File: src/rtl/mux_arb_pkg.sv
// rtl/mux_arb_pkg.sv - shared state type, sizes and helpers for the 4:1 mux arbiter
package mux_arb_pkg;

    localparam int NUM_REQ = 4;
    localparam int SEL_W   = 2;

    typedef enum logic {
        IDLE = 1'b0,
        OWN  = 1'b1
    } arb_state_e;

    function automatic logic [NUM_REQ-1:0] idx_to_onehot(input logic [SEL_W-1:0] idx);
        logic [NUM_REQ-1:0] v;
        v      = '0;
        v[idx] = 1'b1;
        return v;
    endfunction

endpackage

File: src/rtl/mux_4to1_arbiter_rr_pick.sv
// rtl/mux_4to1_arbiter_rr_pick.sv - rotating first-set-bit search over masked requests
module rr_pick
    import mux_arb_pkg::*;
(
    input  logic [NUM_REQ-1:0] i_req,
    input  logic [SEL_W-1:0]   i_start,
    input  logic [NUM_REQ-1:0] i_excl,
    output logic [SEL_W-1:0]   o_idx,
    output logic               o_found
);

    logic [NUM_REQ-1:0] w_cand_mask;
    logic [SEL_W-1:0]   w_cand;

    assign w_cand_mask = i_req & ~i_excl;

    // The index wraps naturally in SEL_W bits, so the slot before i_start is scanned last.
    always_comb begin
        o_idx   = '0;
        o_found = 1'b0;
        w_cand  = '0;
        for (int i = 0; i < NUM_REQ; i++) begin
            w_cand = i_start + SEL_W'(i);
            if (!o_found && w_cand_mask[w_cand]) begin
                o_found = 1'b1;
                o_idx   = w_cand;
            end
        end
    end

endmodule

File: src/rtl/mux_4to1_arbiter.sv
// rtl/mux_4to1_arbiter.sv - round-robin owner of a 4:1 mux select with one-hot grant
// Optional hold limit enabled by defining MUX_ARB_HOLD_LIMIT_EN.
module mux_4to1_arbiter
    import mux_arb_pkg::*;
#(
    parameter int HOLD_MAX = 8,
    parameter int CNT_W    = 8
) (
    input  logic               clk,
    input  logic               rst_n,
    input  logic [NUM_REQ-1:0] req,
    output logic [NUM_REQ-1:0] gnt,
    output logic [SEL_W-1:0]   sel,
    output logic               busy,
    output logic [SEL_W-1:0]   last
);

    arb_state_e         r_state, w_state_nxt;
    logic [NUM_REQ-1:0] r_gnt, w_gnt_nxt;
    logic [SEL_W-1:0]   r_sel, w_sel_nxt;
    logic               r_busy, w_busy_nxt;
    logic [SEL_W-1:0]   r_last, w_last_nxt;
    logic [CNT_W-1:0]   r_cnt, w_cnt_nxt;

    logic [NUM_REQ-1:0] w_owner_oh;
    logic [NUM_REQ-1:0] w_excl;
    logic [SEL_W-1:0]   w_start;
    logic [SEL_W-1:0]   w_pick_idx;
    logic               w_pick_found;
    logic               w_hold;
    logic               w_others;
    logic               w_limit_hit;
    logic               w_force;
    logic [CNT_W-1:0]   w_cnt_inc;

    assign w_owner_oh  = idx_to_onehot(r_sel);
    assign w_hold      = (r_state == OWN) && req[r_sel];
    assign w_others    = |(req & ~w_owner_oh);
    assign w_limit_hit = (r_cnt >= CNT_W'(HOLD_MAX - 1));
    assign w_cnt_inc   = (&r_cnt) ? r_cnt : r_cnt + CNT_W'(1);
    assign w_start     = r_last + SEL_W'(1);

`ifdef MUX_ARB_HOLD_LIMIT_EN
    assign w_force = w_hold && w_limit_hit && w_others;
`else
    logic w_unused_limit;
    assign w_force        = 1'b0;
    assign w_unused_limit = w_limit_hit ^ w_others;
`endif

    // A forced hand-over masks the owner so it cannot win its own re-arbitration.
    assign w_excl = w_force ? w_owner_oh : '0;

    rr_pick u_rr_pick (
        .i_req   (req),
        .i_start (w_start),
        .i_excl  (w_excl),
        .o_idx   (w_pick_idx),
        .o_found (w_pick_found)
    );

    always_ff @(posedge clk or negedge rst_n) begin
        if (!rst_n) begin
            r_state <= IDLE;
            r_gnt   <= '0;
            r_sel   <= '0;
            r_busy  <= 1'b0;
            r_last  <= '1;
            r_cnt   <= '0;
        end else begin
            r_state <= w_state_nxt;
            r_gnt   <= w_gnt_nxt;
            r_sel   <= w_sel_nxt;
            r_busy  <= w_busy_nxt;
            r_last  <= w_last_nxt;
            r_cnt   <= w_cnt_nxt;
        end
    end

    always_comb begin
        w_state_nxt = r_state;
        w_gnt_nxt   = r_gnt;
        w_sel_nxt   = r_sel;
        w_busy_nxt  = r_busy;
        w_last_nxt  = r_last;
        w_cnt_nxt   = r_cnt;
        case (r_state)
            IDLE: begin
                w_cnt_nxt = '0;
                if (w_pick_found) begin
                    w_state_nxt = OWN;
                    w_gnt_nxt   = idx_to_onehot(w_pick_idx);
                    w_sel_nxt   = w_pick_idx;
                    w_busy_nxt  = 1'b1;
                    w_last_nxt  = w_pick_idx;
                end
            end
            OWN: begin
                if (w_hold && !w_force) begin
                    w_cnt_nxt = w_cnt_inc;
                end else if (w_pick_found) begin
                    w_gnt_nxt  = idx_to_onehot(w_pick_idx);
                    w_sel_nxt  = w_pick_idx;
                    w_last_nxt = w_pick_idx;
                    w_cnt_nxt  = '0;
                end else begin
                    // sel is left alone so the mux input does not glitch on release.
                    w_state_nxt = IDLE;
                    w_gnt_nxt   = '0;
                    w_busy_nxt  = 1'b0;
                    w_cnt_nxt   = '0;
                end
            end
            default: begin
                w_state_nxt = IDLE;
            end
        endcase
    end

    assign gnt  = r_gnt;
    assign sel  = r_sel;
    assign busy = r_busy;
    assign last = r_last;

endmodule
File: config.mk
export PLATFORM = sky130hd
export DESIGN_NAME = mux_4to1_arbiter
export DESIGN_NICKNAME = d
export VERILOG_FILES = /design/src/rtl/mux_arb_pkg.sv /design/src/rtl/mux_4to1_arbiter_rr_pick.sv /design/src/rtl/mux_4to1_arbiter.sv
export SDC_FILE = /design/constraint.sdc
export NUM_CORES = 1
export LEC_CHECK = 0
export CAP_MARGIN = 20
export CORE_MARGIN = 2
export CORE_UTILIZATION = 41
export CTS_CLUSTER_SIZE = 30
export DETAILED_ROUTE_END_ITERATION = 10
export GPL_TIMING_DRIVEN = 1
export PLACE_DENSITY_LB_ADDON = 0.12
export SLEW_MARGIN = 20
export SYNTH_ARGS = -nofsm -noshare
export SYNTH_HDL_FRONTEND = slang
export SYNTH_SLANG_ARGS = --single-unit
File: constraint.sdc
create_clock -name clk -period 1.8 [get_ports clk]
set_input_delay 0.27 -clock clk [delete_from_list [all_inputs] [get_ports clk]]
set_output_delay 0.27 -clock clk [all_outputs]
set_load 0.01 [all_outputs]
==> results by group, run 1 <==
Worst setup path
  – Worst R2R Start: sel[0]
  – Critical path's largest stage delay: between 0.6 and 0.7 ns
  – CP arrival: around 1.4 ns
  – CP startpoint: last[0]
  – CP top delay family: flip-flops
  – CP cell instances: clkdlybuf4s50_1
  – Crit Path Max Fanout: 7
  – Required time of the critical path: ~1.5 ns
  – Nature of the critical path startpoint: flop
  – Buf/Inv on CP: 1
  – Worst Setup End Kind: primary output
  – CP max-delay cell: dfstp_2
  – Kind of critical path: flop to primary output

CTS
  – CTS tree: done
  – Htree depth: 1
  – CTS max path bufs: 2
  – Clock latency at the later pin of the worst-skew pair: ~0.27 ns
  – Reg clk slew, reported paths: ~0.08 ns
  – Clk sinks: 10
  – Cts hold-fix bufs: 0
  – CTS Buf Count: 3
  – Root Buffer: clkbuf_4

Yosys
  – Mapped Nets: between 50 and 60
  – Synth unique cells: 31
  – Simple logic cell fraction of the synthesized area: a little under a fifth
  – Synthesized cell area: 574.3 sq um
  – Post-synthesis xor/xnor area fraction: 0%
  – Synth Flop Type: dfrtp_1
  – Compound-Gate Fraction of Synth Area: 24.18%
  – Synth warn: 0
  – Post-Synth Adder-Cell Area: approximately 2%
  – Mux share of post-synthesis cell area: 9.586%
  – Synthesized area per cell: 11.04 sq um
  – FFs w/ async S/R, synth: 100.0%
  – Largest family of logic cells by synthesized area: compound AO/OA/AOI/OAI gates
  – Synthesized instance count: between 50 and 60
  – Number of flops mapped to enable cells by yosys: 0
  – Post-synthesis sequential area ratio: about 44%
  – Synth Register Bits: 10

Status
  – Outcome: complete, no violations

Power and ir drop
  – Sw Pwr: 0.4917 mW
  – P_int: between 0.9 and 1 mW
  – Power Total: 1.397 mW
  – Leak: about 0.39 nW
  – Switching share of total power: between 30% and 40%
  – Power Dens Cells: 1586 mW/mm^2
  – Comb pwr share: 54.3%
  – Worst VDD drop: about 1.2 mV
  – Sequential share of power: a little under a third
  – Clock group share of total power: 15.2%

GRT
  – Global-route wire length before repair: approximately 2500 um
  – Largest net degree at the start of global routing: 11
  – GRT overflow: 0
  – Vias in the first global route: between 500 and 600
  – Initial antenna violation count: 0
  – Tot GR Track Use: between 10% and 20%

Finish
  – Area added between synthesis and finish: 53.38%
  – # nets final: 90
  – Fillers: 120
  – Share of layout cells above drive strength 1: 36.14%
  – N_diodes: 0
  – Non-filler cells, final: 98

Routing
  – Starting DRT DRC Count: 12
  – Post-route ant nets: 0
  – Total number of vias: about 540
  – First-pass iteration count of the detailed router: 4
  – DR vias/cell: between 5 and 6
  – Wirelength per Cell: about 15 um
  – Final wirelength: between 1000 and 1500 um
  – DRC errors left: 0

STA
  – Max Slew Vio Count: 0
  – Worst-case hold slack: between 0.3 and 0.4 ns
  – Final setup fails: 0
  – Clock Skews: 0.004377 ns
  – Period utilization: 94.84%
  – Final hold violations: 0
  – Worst-Margin Slew: roughly 0.44 ns
  – RSZ-0062 raised after global routing: no
  – Achievable clock frequency: ~590 MHz
  – Rel. slew slack: 70.25%
  – Crit path time final: about 1.7 ns

Min path
  – Worst hold path class: input pin to async pin

Floorplanning
  – Die Height: 41.43 um
  – Area of the core: 0.001301 sq mm
  – Initial core utilization: 44.13%
  – # IOs: 15
  – Num rows: 13
  – Die W: 41.43 um
  – Die ar.: about 0.0017 sq mm

Placed design
  – Placer congestion estimate: between 0.7 and 0.8
  – Placed Cells incl. Taps: 93
  – HPWL after detailed placement: 1089 um
  – Port Buffers: 14

Run
  – Max Cap Violations: 0
final timing paths:
path / end / slack (ns) / depth (start not counted)
min in group clk: gnt[3] / 0.53 / 2
setup reg to reg: sel[1] / 0.10 / 4
hold / removal: busy / 0.30 / 1
max in group asynchronous: last[0] / 1.16 / 1
hold reg to reg: gnt[3] / 0.53 / 2
setup / recovery: last[0] / 0.09 / 1
timing repair:
action | 4_1_cts | 5_1_grt
resized for setup | 1 | 5
endpoints found under the hold margin | 0 | 0
setup endpoints to repair | 1 | 5
buffers inserted | 1 | 0
per-stage QoR:
step	util (%)	area, sq um	setup slack, ns	setup TNS [ns]
2_1_floorplan	-	574.3	0.06872	0
4_1_cts	66.54	865.8	0.003461	0
3_5_place_dp	63.27	823.3	-0.2860	-1.868
3_3_place_gp	63.27	823.3	-0.2287	-1.536
5_1_grt	67.69	880.8	0.02198	0
6_report	67.69	880.8	0.09287	0
cells in the final DEF, fill, tap and decap left out, types with 3 or more instances in the layout:
master           netlist  final
buf_4                  0     13
clkdlybuf4s50_1        0     11
dfrtp_1                8      8
nand2_1                5      5
inv_1                  3      3
o21ai_0                4      3
clkbuf_4               0      3
worst register-to-register path, delay by kind of cell (launching register included):
family           cells  cell delay [ns]
DFF                  1             0.40
muxes                2             0.88
and+or+nand+nor      2             0.31
state kept, by name (all words and copies together) (netlist names):
register,cells
last,2
gnt,4
busy,1
r_state,1
sel,2
power by group through the flow:
stage,sequential [mW],combinational (mW),clock [mW]
finish,0.425,0.759,0.213
global route,0.439,0.822,0.228
CTS,0.424,0.750,0.218
detailed placement,0.433,0.734,0
global placement,0.425,0.726,0
floorplan,0.454,0.331,0
area by class of cell:
class / count / area [sq um] / area share [%]
Multi-Input combinational cell: 39 / 320.3 / 36.36
Sequential cell: 10 / 252.7 / 28.69
Timing Repair Buffer: 27 / 241.5 / 27.41
Clock buffer: 4 / 36.28 / 4.119
Tap cell: 15 / 18.77 / 2.131
Inverter: 3 / 11.26 / 1.278
kinds of logic (layout without fill, tap and decap cells):
group,count (synthesis),in the layout
AO/OA/AOI/OAI,17,17
adder cells (fa/ha/maj),1,1
buffers and inverters,3,34
flip-flops,10,10
multiplexers,4,4
AND/OR/NAND/NOR,17,17
synthesized netlist by cell type, types with 2 or more instances:
master | count | area, sq um
a22oi_1 | 2 | 15.01
a32oi_1 | 2 | 17.52
dfrtp_1 | 8 | 200.2
dfstp_2 | 2 | 52.55
inv_1 | 3 | 11.26
nand2_1 | 5 | 18.77
o21a_1 | 2 | 15.01
o21ai_0 | 4 | 20.02
or4_1 | 2 | 15.01
metal layers:
metal	vias up	share of wire, %	global-route usage, %
met4	0	0	7.097
li1	264	-	-
met5	-	0	0
met1	260	47	27.09
met2	18	49	26.88
met3	0	3.9	3.913
(Power assumes the default switching activity.)
==> run 2: changes to the inputs <==
Settings changed: SKIP_LAST_GASP from default to 1.
==> run 2 against run 1 <==
Wire length shrank 0.14%; clock-buffer cell count is the same; register-to-register slack lost 0.04 ns; first-iteration DRC count grew 8.3%; global-route usage is the same; non-clock buffer count is the same; clock skew grew 0.0015 ns; cell count is the same; flip-flop and latch count is the same; worst setup slack lost 0.028 ns; clock power is essentially flat; critical path type is now flop to flop; highest routed layer unchanged.
==> results by group, run 2 (synthesized netlist as in run 1, its figures left out) <==
Run
  – Max Cap Violations: 0 (unchanged)

Finish
  – Number of flip-flops in the largest register: 4 (unchanged)
  – # nets final: 90 (unchanged)
  – Commonest cells after routing, fill and taps aside: buf_4, clkdlybuf4s50_1, dfrtp_1, nand2_1, o21ai_0 (was buf_4, clkdlybuf4s50_1, dfrtp_1, nand2_1)
  – Non-filler cells, final: 98 (unchanged)
  – N_diodes: 0 (unchanged)
  – Share of layout cells above drive strength 1: 33.73% (was 36.14%)
  – Most common cell after layout, fill and taps aside: buf_4 (unchanged)
  – Area added between synthesis and finish: 51.63% (was 53.38%)

Placed design
  – HPWL after detailed placement: 1089 um (unchanged)
  – Place WS: -0.2860 ns (unchanged)
  – Placed Cells incl. Taps: 93 (unchanged)
  – Placer congestion estimate: 0.7740 (unchanged)
  – Port Buffers: 14 (unchanged)

STA
  – RSZ-0062 raised after global routing: yes (was no)
  – Final worst slack: 0.06477 ns (was 0.09287 ns)
  – Max Slew Vio Count: 0 (unchanged)
  – Period utilization: 96.40% (was 94.84%)
  – Rel. slew slack: 70.30% (was 70.25%)
  – Worst-Margin Slew: 0.4441 ns (was 0.4449 ns)
  – Final setup fails: 0 (unchanged)
  – Crit path time final: 1.735 ns (was 1.707 ns)
  – Achievable clock frequency: 576.3 MHz (was 585.8 MHz)
  – Clock Skews: 0.005915 ns (was 0.004377 ns)
  – Final hold violations: 0 (unchanged)

GRT
  – GRT overflow: 0 (unchanged)
  – Initial antenna violation count: 0 (unchanged)
  – Tot GR Track Use: 18.57% (unchanged)
  – Vias in the first global route: 544 (unchanged)
  – Global-route wire length before repair: 2456 um (unchanged)
  – Largest net degree at the start of global routing: 11 (unchanged)

Power and ir drop
  – Leak: 0.3858 nW (was 0.3854 nW)
  – Power Dens Cells: 1587 mW/mm^2 (was 1586 mW/mm^2)
  – Power Total: 1.382 mW (was 1.397 mW)
  – Worst VDD drop: 1.154 mV (was 1.162 mV)

Worst setup path
  – Worst Setup End Kind: flop (was primary output)
  – Worst R2R Start: last[1] (was sel[0])
  – Required time of the critical path: 2.00 ns (was 1.53 ns)
  – Nature of the critical path startpoint: flop (unchanged)
  – R2r setup slk: 0.06 ns (was 0.10 ns)
  – Reg2reg end: gnt[0] (was sel[1])
  – Kind of critical path: flop to flop (was flop to primary output)
  – Reg2Reg Depth: 4 (unchanged)
  – Crit Path Max Fanout: 4 (was 7)
  – CP arrival: 1.94 ns (was 1.44 ns)

CTS
  – Root Buffer: clkbuf_4 (unchanged)
  – CTS Buf Count: 3 (unchanged)
  – CTS max path bufs: 2 (unchanged)
  – Clock latency at the later pin of the worst-skew pair: 0.27 ns (about the same)
  – Clk sinks: 10 (unchanged)
  – Reg clk slew, reported paths: 0.08 ns (about the same)
  – CTS tree: done (unchanged)
  – Htree depth: 1 (unchanged)

Floorplanning
  – Die W: 41.43 um (unchanged)
  – Initial core utilization: 44.13% (unchanged)
  – Die ar.: 0.001716 sq mm (unchanged)
  – Num rows: 13 (unchanged)
  – Area of the core: 0.001301 sq mm (unchanged)
  – Die Height: 41.43 um (unchanged)
  – # IOs: 15 (unchanged)

Routing
  – DR vias/cell: 5.459 (was 5.531)
  – Wirelength per Cell: 14.48 um (was 14.50 um)
  – DRC errors left: 0 (unchanged)
  – First-pass iteration count of the detailed router: 4 (unchanged)
  – Post-route ant nets: 0 (unchanged)
  – Total number of vias: 535 (was 542)
  – Starting DRT DRC Count: 13 (was 12)
  – Final wirelength: 1419 um (was 1421 um)

Status
  – Outcome: complete, no violations (unchanged)

Min path
  – Worst hold path class: input pin to async pin (unchanged)
run 2: cell count changes in the layout (fill, tap and decap cells not counted):
cell / change
o221ai_1: +1
o21ai_0: +1
o21ai_1: -1
mux2i_2: -1
o221ai_2: -1
mux2i_1: +1
run 2: how the worst max path moves through the flow:
stage            start  endpoint  slack, ns  cells after the start
2_1_floorplan   sel[0]    sel[1]       0.07                      4
3_3_place_gp    req[1]    sel[1]      -0.23                      5
3_5_place_dp    req[1]    sel[1]      -0.29                      5
4_1_cts         req[1]    sel[1]      0.003                      5
5_1_grt        last[1]    gnt[0]      -0.04                      4
6_report       last[1]    gnt[0]       0.06                      4
run 2: timing repair:
item | in CTS | in global routing
gates resized for setup | 1 | 2
buffers inserted | 1 | 0
endpoints found under the setup margin | 1 | 5
hold buffers | 0 | 0
run 2: final cells by class:
class                      count  area (sq um)
fill                         119         430.4
sequential                    10         252.7
timing repair buffer          27         241.5
tap                           15         18.77
clock buffer                   4         36.28
inverter                       3         11.26
multi-input combinational     39         310.3
run 2: report_power, final:
part / internal, mW / leakage (nW) / switching (mW)
clock: 0.123 / 0.0210 / 0.0909
combinational: 0.444 / 0.248 / 0.304
sequential: 0.330 / 0.117 / 0.0912
total: 0.897 / 0.386 / 0.486
run 2: through the flow:
step	cell area, sq um	hold WS [ns]	util (%)	setup TNS, ns
global placement	823.3	0.5082	63.27	-1.536
finish	870.8	0.3025	66.92	0
CTS	865.8	0.3170	66.54	0
floorplan	574.3	-0.02559	-	0
global route	870.8	0.3672	66.92	-0.03804
detailed placement	823.3	0.5138	63.27	-1.868
run 2: per-layer routing:
layer	up-vias	track usage (%)	part of all wire, %
met2	10	26.88	49
met3	0	3.913	2.5
met1	260	27.09	49
met5	-	0	0
li1	265	-	-
met4	0	7.097	0
run 2: critical path: stages (launching register included):
cell and delay [ns]:
dfstp_2 0.58, mux2i_1 0.28, o221ai_1 0.21, or4_1 0.49
nand4_1 0.10
==> edit 1: new RTL, config.mk and constraints of run 1 <==
The option `MUX_ARB_HOLD_LIMIT_EN` is turned on by a define.
--- a/src/rtl/mux_4to1_arbiter.sv
+++ b/src/rtl/mux_4to1_arbiter.sv
@@ -1,5 +1,7 @@
 // rtl/mux_4to1_arbiter.sv - round-robin owner of a 4:1 mux select with one-hot grant
 // Optional hold limit enabled by defining MUX_ARB_HOLD_LIMIT_EN.
+`define MUX_ARB_HOLD_LIMIT_EN
+
 module mux_4to1_arbiter
     import mux_arb_pkg::*;
 #(
Behaviour: not the same (a bounded check fails within 10 cycles, from zero or initial values and one cycle with rst_n low).
==> edit 1 against run 1 <==
The run now ends with setup timing left. Worst setup slack got worse by 880 ps. Routed wire length grew to 2.8 times the old value. Global-route usage up 5.4 points. First-iteration DRC count grew to 5.3 times the old value. Sequential cell count up 8. Cell area is 140% higher. Clock skew down 2.3 ps. Die area increased by 120%. Power up 94%. Area after synthesis is 140% higher. Critical path type is now reg2reg. Highest routed layer is now met4.
==> edit 1: results (changes against run 1) <==
Largest register FFs - 8 (+4)
maximum vdd drop - 801.1 µV (-31%)
Reg with most FFs - r_cnt
Clk Latency, worst-skew pair - 300 ps (+30 ps)
WP data arrival - 2780 ps (+1340 ps)
clock transition at the registers of the reported paths - 100 ps (+20 ps)
crit-path max FO - 7 (unchanged)
RR Endpoint - gnt[0]
nets - 215 (+140%)
Main synth FF type - dfrtp_1
failing checks - setup timing
Placer Congestion - 0.9336 (+21%)
DP Area - 1879 µm² (+130%)
wire per inst - 15.73 µm (+8.5%)
reg-to-reg critical path startpoint - r_cnt[5]
Port-buffer cells - 14 (unchanged)
post-synthesis cell type count - 55 (+77%)
Synth area leaders - dfrtp_1, mux2i_1, dfstp_2, nor2_1, a32o_1
worst reg-to-reg path cell count - 7 (+3)
Final Setup Violations - 18 (+18)
initial detailed-routing violation count - 63 (+51)
Post-Place Setup Slack - -1036 ps (-749.6 ps)
CTS root buf - clkbuf_4
antenna cells - 0 (unchanged)
asr flop ratio synth - 100.0% (unchanged)
synthesized instance count - 143 (+180%)
skew final - 2.079 ps (-2.298 ps)
final setup margin - -784.1 ps (-877.0 ps)
leak pwr - 0.9369 nW (+140%)
initial antenna violation count - 0 (unchanged)
GRT Total Usage - 23.93% (+5.4 points)
vias in the first global route - 1402 (+160%)
Cell Count, Final, Fillers Out - 251 (+160%)
Max-slew headroom - 72.91% (+2.7 points)
HPWL Detailed - 2888 µm (+170%)
syn nets - 150 (+160%)
largest net degree at the start of global routing - 19 (+8)
CTS max path bufs - 2 (unchanged)
Seq/Total Area, Yosys - 33.55% (-10 points)
total CTS buffers - 3 (unchanged)
share of cells above drive strength 1 - 47.34% (+11 points)
outcome - finished, violations left
Placed Instances - 242 (+160%)
first-pass GRT wire length - 6679 µm (+170%)
Synth top cells by count - dfrtp_1, nor2_1, nand2_1
FILL cells - 264 (+120%)
Via density - 5.618 (+1.6%)
-- edit 1: cell count changes in the layout (fill, tap and decap cells not counted), moves of 4 or more --
cell	delta
mux2i_1	+7
buf_4	+38
dfrtp_1	+6
nor2b_1	+4
inv_1	+4
buf_6	+5
nand2_1	+4
nor2_1	+6
-- edit 1: area by class of cell --
type | count | area, µm² | share of cell area (%)
Tap cell | 44 | 55.05 | 2.635
Sequential cell | 18 | 455.4 | 21.80
Multi-Input combinational cell | 108 | 939.7 | 44.97
Timing Repair Buffer | 70 | 576.8 | 27.60
Clock buffer | 4 | 36.28 | 1.737
Inverter | 7 | 26.28 | 1.257
-- edit 1: worst max path at each step --
stage / startpoint / endpoint / slack (ps) / depth (start not counted)
6_report: r_cnt[5] / gnt[0] / -780 / 7
5_1_grt: r_cnt[7] / gnt[0] / -870 / 7
4_1_cts: r_cnt[5] / gnt[0] / -780 / 7
3_5_place_dp: req[0] / gnt[0] / -1040 / 7
3_3_place_gp: req[0] / gnt[0] / -1000 / 7
2_1_floorplan: r_cnt[6] / gnt[0] / -730 / 7
-- edit 1: metrics by stage --
stage / hold slack [ps] / TNS [ps] / power [mW]
after detailed placement: 487.6 / -12640 / 2.262
after global placement: 483.5 / -11950 / 2.223
after floorplan: -25.59 / -4778 / 1.549
after CTS: 294.7 / -8254 / 2.679
after global routing: 308.6 / -10130 / 2.896
final: 286.2 / -8302 / 2.716
-- edit 1: routing by layer --
| layer | global-route usage (%) | part of all wire [%] | vias to the layer above |
|---|---|---|---|
| li1 | - | - | 682 |
| met1 | 33.64 | 46 | 687 |
| met2 | 38.91 | 49 | 36 |
| met3 | 3.571 | 4.0 | 5 |
| met4 | 6.079 | 0.81 | 0 |
| met5 | 0 | 0 | - |
-- edit 1: cells by family after synthesis --
group | count (synthesis) | share of synthesized area [%]
AND/OR/NAND/NOR | 58 | 25.67
AO/OA/AOI/OAI | 35 | 22.80
buffers and inverters | 17 | 6.951
XOR/XNOR | 5 | 3.244
flip-flops | 18 | 33.55
multiplexers | 9 | 6.858
adder cells (fa/ha/maj) | 1 | 0.9266
-- edit 1: critical path, cell delays in order, from the launching register on --
cell and delay, ps:
dfrtp_1 390, or4_4 540, nor3_4 340, buf_6 190, o41a_4 120, o22ai_2 60
or4b_4 580, a32o_1 240
-- edit 1: repair_timing --
| item | 4_1_cts | 5_1_grt |
|---|---|---|
| setup buffers | 5 | 1 |
| gates cloned | 0 | 0 |
| gates resized for setup | 28 | 5 |
| pin swaps | 8 | 1 |
| endpoints found under the setup margin | 20 | 18 |
-- edit 1: power breakdown --
part / internal, mW / switching (mW) / total (mW) / leakage, nW
clock: 0.123 / 0.130 / 0.253 / 0.0210
combinational: 0.947 / 0.863 / 1.81 / 0.690
sequential: 0.540 / 0.112 / 0.653 / 0.226
==> edit 2: new RTL, flow settings as in run 1 <==
Without the edit above. Reset style: synchronous (`rst_n`), changed in one clocked block.
--- a/src/rtl/mux_4to1_arbiter.sv
+++ b/src/rtl/mux_4to1_arbiter.sv
@@ -59,7 +59,7 @@
         .o_found (w_pick_found)
     );
 
-    always_ff @(posedge clk or negedge rst_n) begin
+    always_ff @(posedge clk) begin
         if (!rst_n) begin
             r_state <= IDLE;
             r_gnt   <= '0;
Behaviour: differs if rst_n is asserted again (counterexample within 4 cycles, from zero or initial values and one cycle with rst_n low); with rst_n held inactive, the same outputs for 10 cycles.
==> edit 2 against run 1 <==
Final cell count shrank 2.0%. Non-clock buffer count shrank 8. Worst setup slack better by 97 ps. Area after synthesis shrank 3.9%. Routed wire length fell by 18%. Sequential cell count unchanged. Worst hold slack improved by 150 ps. Cell area is 14% lower. Sequential share of layout area down 2.3 points. Largest cell class unchanged.
Power is not compared: it rests on default switching activity, and its combinational part moved more than twofold at a synthesized area within 25%.
==> edit 2: results (changes against run 1) <==
outcome - finished, final reports clean
end of the worst hold path - gnt[2]
FILL cells - 116 (-3.3%)
Port-buffer cells - 14 (unchanged)
leak pwr - 0.2836 nW
asr flop ratio synth - 0% (-100 points)
WP data arrival - 1750 ps (+310 ps)
Largest register FFs - 4 (unchanged)
DRC Markers - 0 (unchanged)
Worst Hold Depth - 2
crit path from - req[3]
GRT Total Usage - 18.07% (-0.50 points)
crit-path max FO - 6 (-1)
hold_ws - 454.8 ps (+150.0 ps)
maximum vdd drop - 453.9 µV
syn nets - 66 (+14%)
cts repair resizes - 0 (-1)
post-CTS setup buffers - 0 (-1)
Placer Congestion - 0.7518 (-2.9%)
worst hold path type - reg2reg
FF-to-FF setup slack - 380 ps (+280 ps)
nets - 89 (-1.1%)
Seq/Total Area, Yosys - 36.28% (-7.7 points)
skew final - 3.107 ps (-1.270 ps)
largest net degree at the start of global routing - 7 (-4)
worst reg-to-reg path cell count - 5 (+1)
reg-to-reg critical path startpoint - sel[1]
RR Endpoint - last[0]
antenna cells - 0 (unchanged)
Synth top cells by count - dfxtp_1, inv_1, nand2_1
Via density - 5.271 (-4.7%)
Max-slew headroom - 74.30% (+4.0 points)
TritonCTS clock tree - built
clock transition at the registers of the reported paths - 60 ps (-20 ps)
hold path startpoint - gnt[2]
Routed WL - 1164 µm (-18%)
Avg Cell Area, Syn - 9.196 µm² (-17%)
drt pass-1 iters - 4 (unchanged)
CTS max path bufs - 2 (unchanged)
share of cells above drive strength 1 - 22.22% (-14 points)
CTS root buf - clkbuf_4
HPWL Detailed - 905.2 µm (-17%)
H-tree depth - 1 (unchanged)
Post-Place Setup Slack - -75.42 ps (+210.6 ps)
Synth area leaders - dfxtp_1, o32ai_1, o221ai_4, inv_1, a21oi_1
Cell Count, Final, Fillers Out - 96 (-2.0%)
vias in the first global route - 472 (-13%)
total CTS buffers - 3 (unchanged)
first-pass GRT wire length - 1925 µm (-22%)
initial detailed-routing violation count - 10 (-2)
Placed Instances - 93 (unchanged)
post-synthesis cell type count - 29 (-6.5%)
[edit 2: changes by cell type in the layout (fill, tap and decap cells not counted), moves of 3 or more]
cell	before	now
dfxtp_1	0	10
clkdlybuf4s50_1	11	14
o32ai_1	0	4
inv_1	3	6
buf_4	13	5
dfrtp_1	8	0
a21oi_1	1	4
[edit 2: worst max path at each step]
| stage | to | slack (ps) | depth (start not counted) |
|---|---|---|---|
| finish | gnt[1] | 190 | 5 |
| floorplan | gnt[1] | 370 | 4 |
| CTS | gnt[1] | 190 | 5 |
| global route | sel[0] | 130 | 5 |
| global placement | gnt[1] | -60 | 5 |
| detailed placement | gnt[1] | -80 | 5 |
[edit 2: layout make-up]
| cell class | instances | area, µm² | area share [%] |
|---|---|---|---|
| Clock buffer | 3 | 22.52 | 2.965 |
| Inverter | 6 | 22.52 | 2.965 |
| Multi-Input combinational cell | 43 | 317.8 | 41.85 |
| Sequential cell | 10 | 200.2 | 26.36 |
| Tap cell | 15 | 18.77 | 2.471 |
| Timing Repair Buffer | 19 | 177.7 | 23.39 |
[edit 2: cell families (layout without fill, tap and decap cells)]
group | count (synthesis) | in the layout | share of synthesized area [%]
flip-flops | 10 | 10 | 36.28
buffers and inverters | 7 | 28 | 6.122
AND/OR/NAND/NOR | 23 | 23 | 25.63
AO/OA/AOI/OAI | 18 | 18 | 28.35
multiplexers | 2 | 2 | 3.628
[edit 2: worst max-delay path, stage by stage]
cell and delay (ps):
clkdlybuf4s50_1 480, or4_4 640, o221a_4 170, nand2_2 100, o32ai_1 80
[edit 2: metal layers]
layer | track usage [%] | up-vias | wire, µm
li1 | - | 264 | -
met2 | 26.59 | 16 | 496
met4 | 10.00 | 0 | 23
met3 | 4.891 | 3 | 73
met5 | 0 | - | 0
met1 | 23.67 | 223 | 570
[edit 2: per-stage QoR]
stage	util [%]	instance area [µm²]
floorplan	-	551.8
global placement	57.35	737.0
detailed placement	57.35	737.0
CTS	59.10	759.5
global route	59.10	759.5
finish	59.10	759.5
[edit 2: power by group]
| part | switching (mW) | internal, mW |
|---|---|---|
| clock network | 0.0720 | 0.0771 |
| logic | 0.104 | 0.123 |
| registers | 0.0231 | 0.249 |
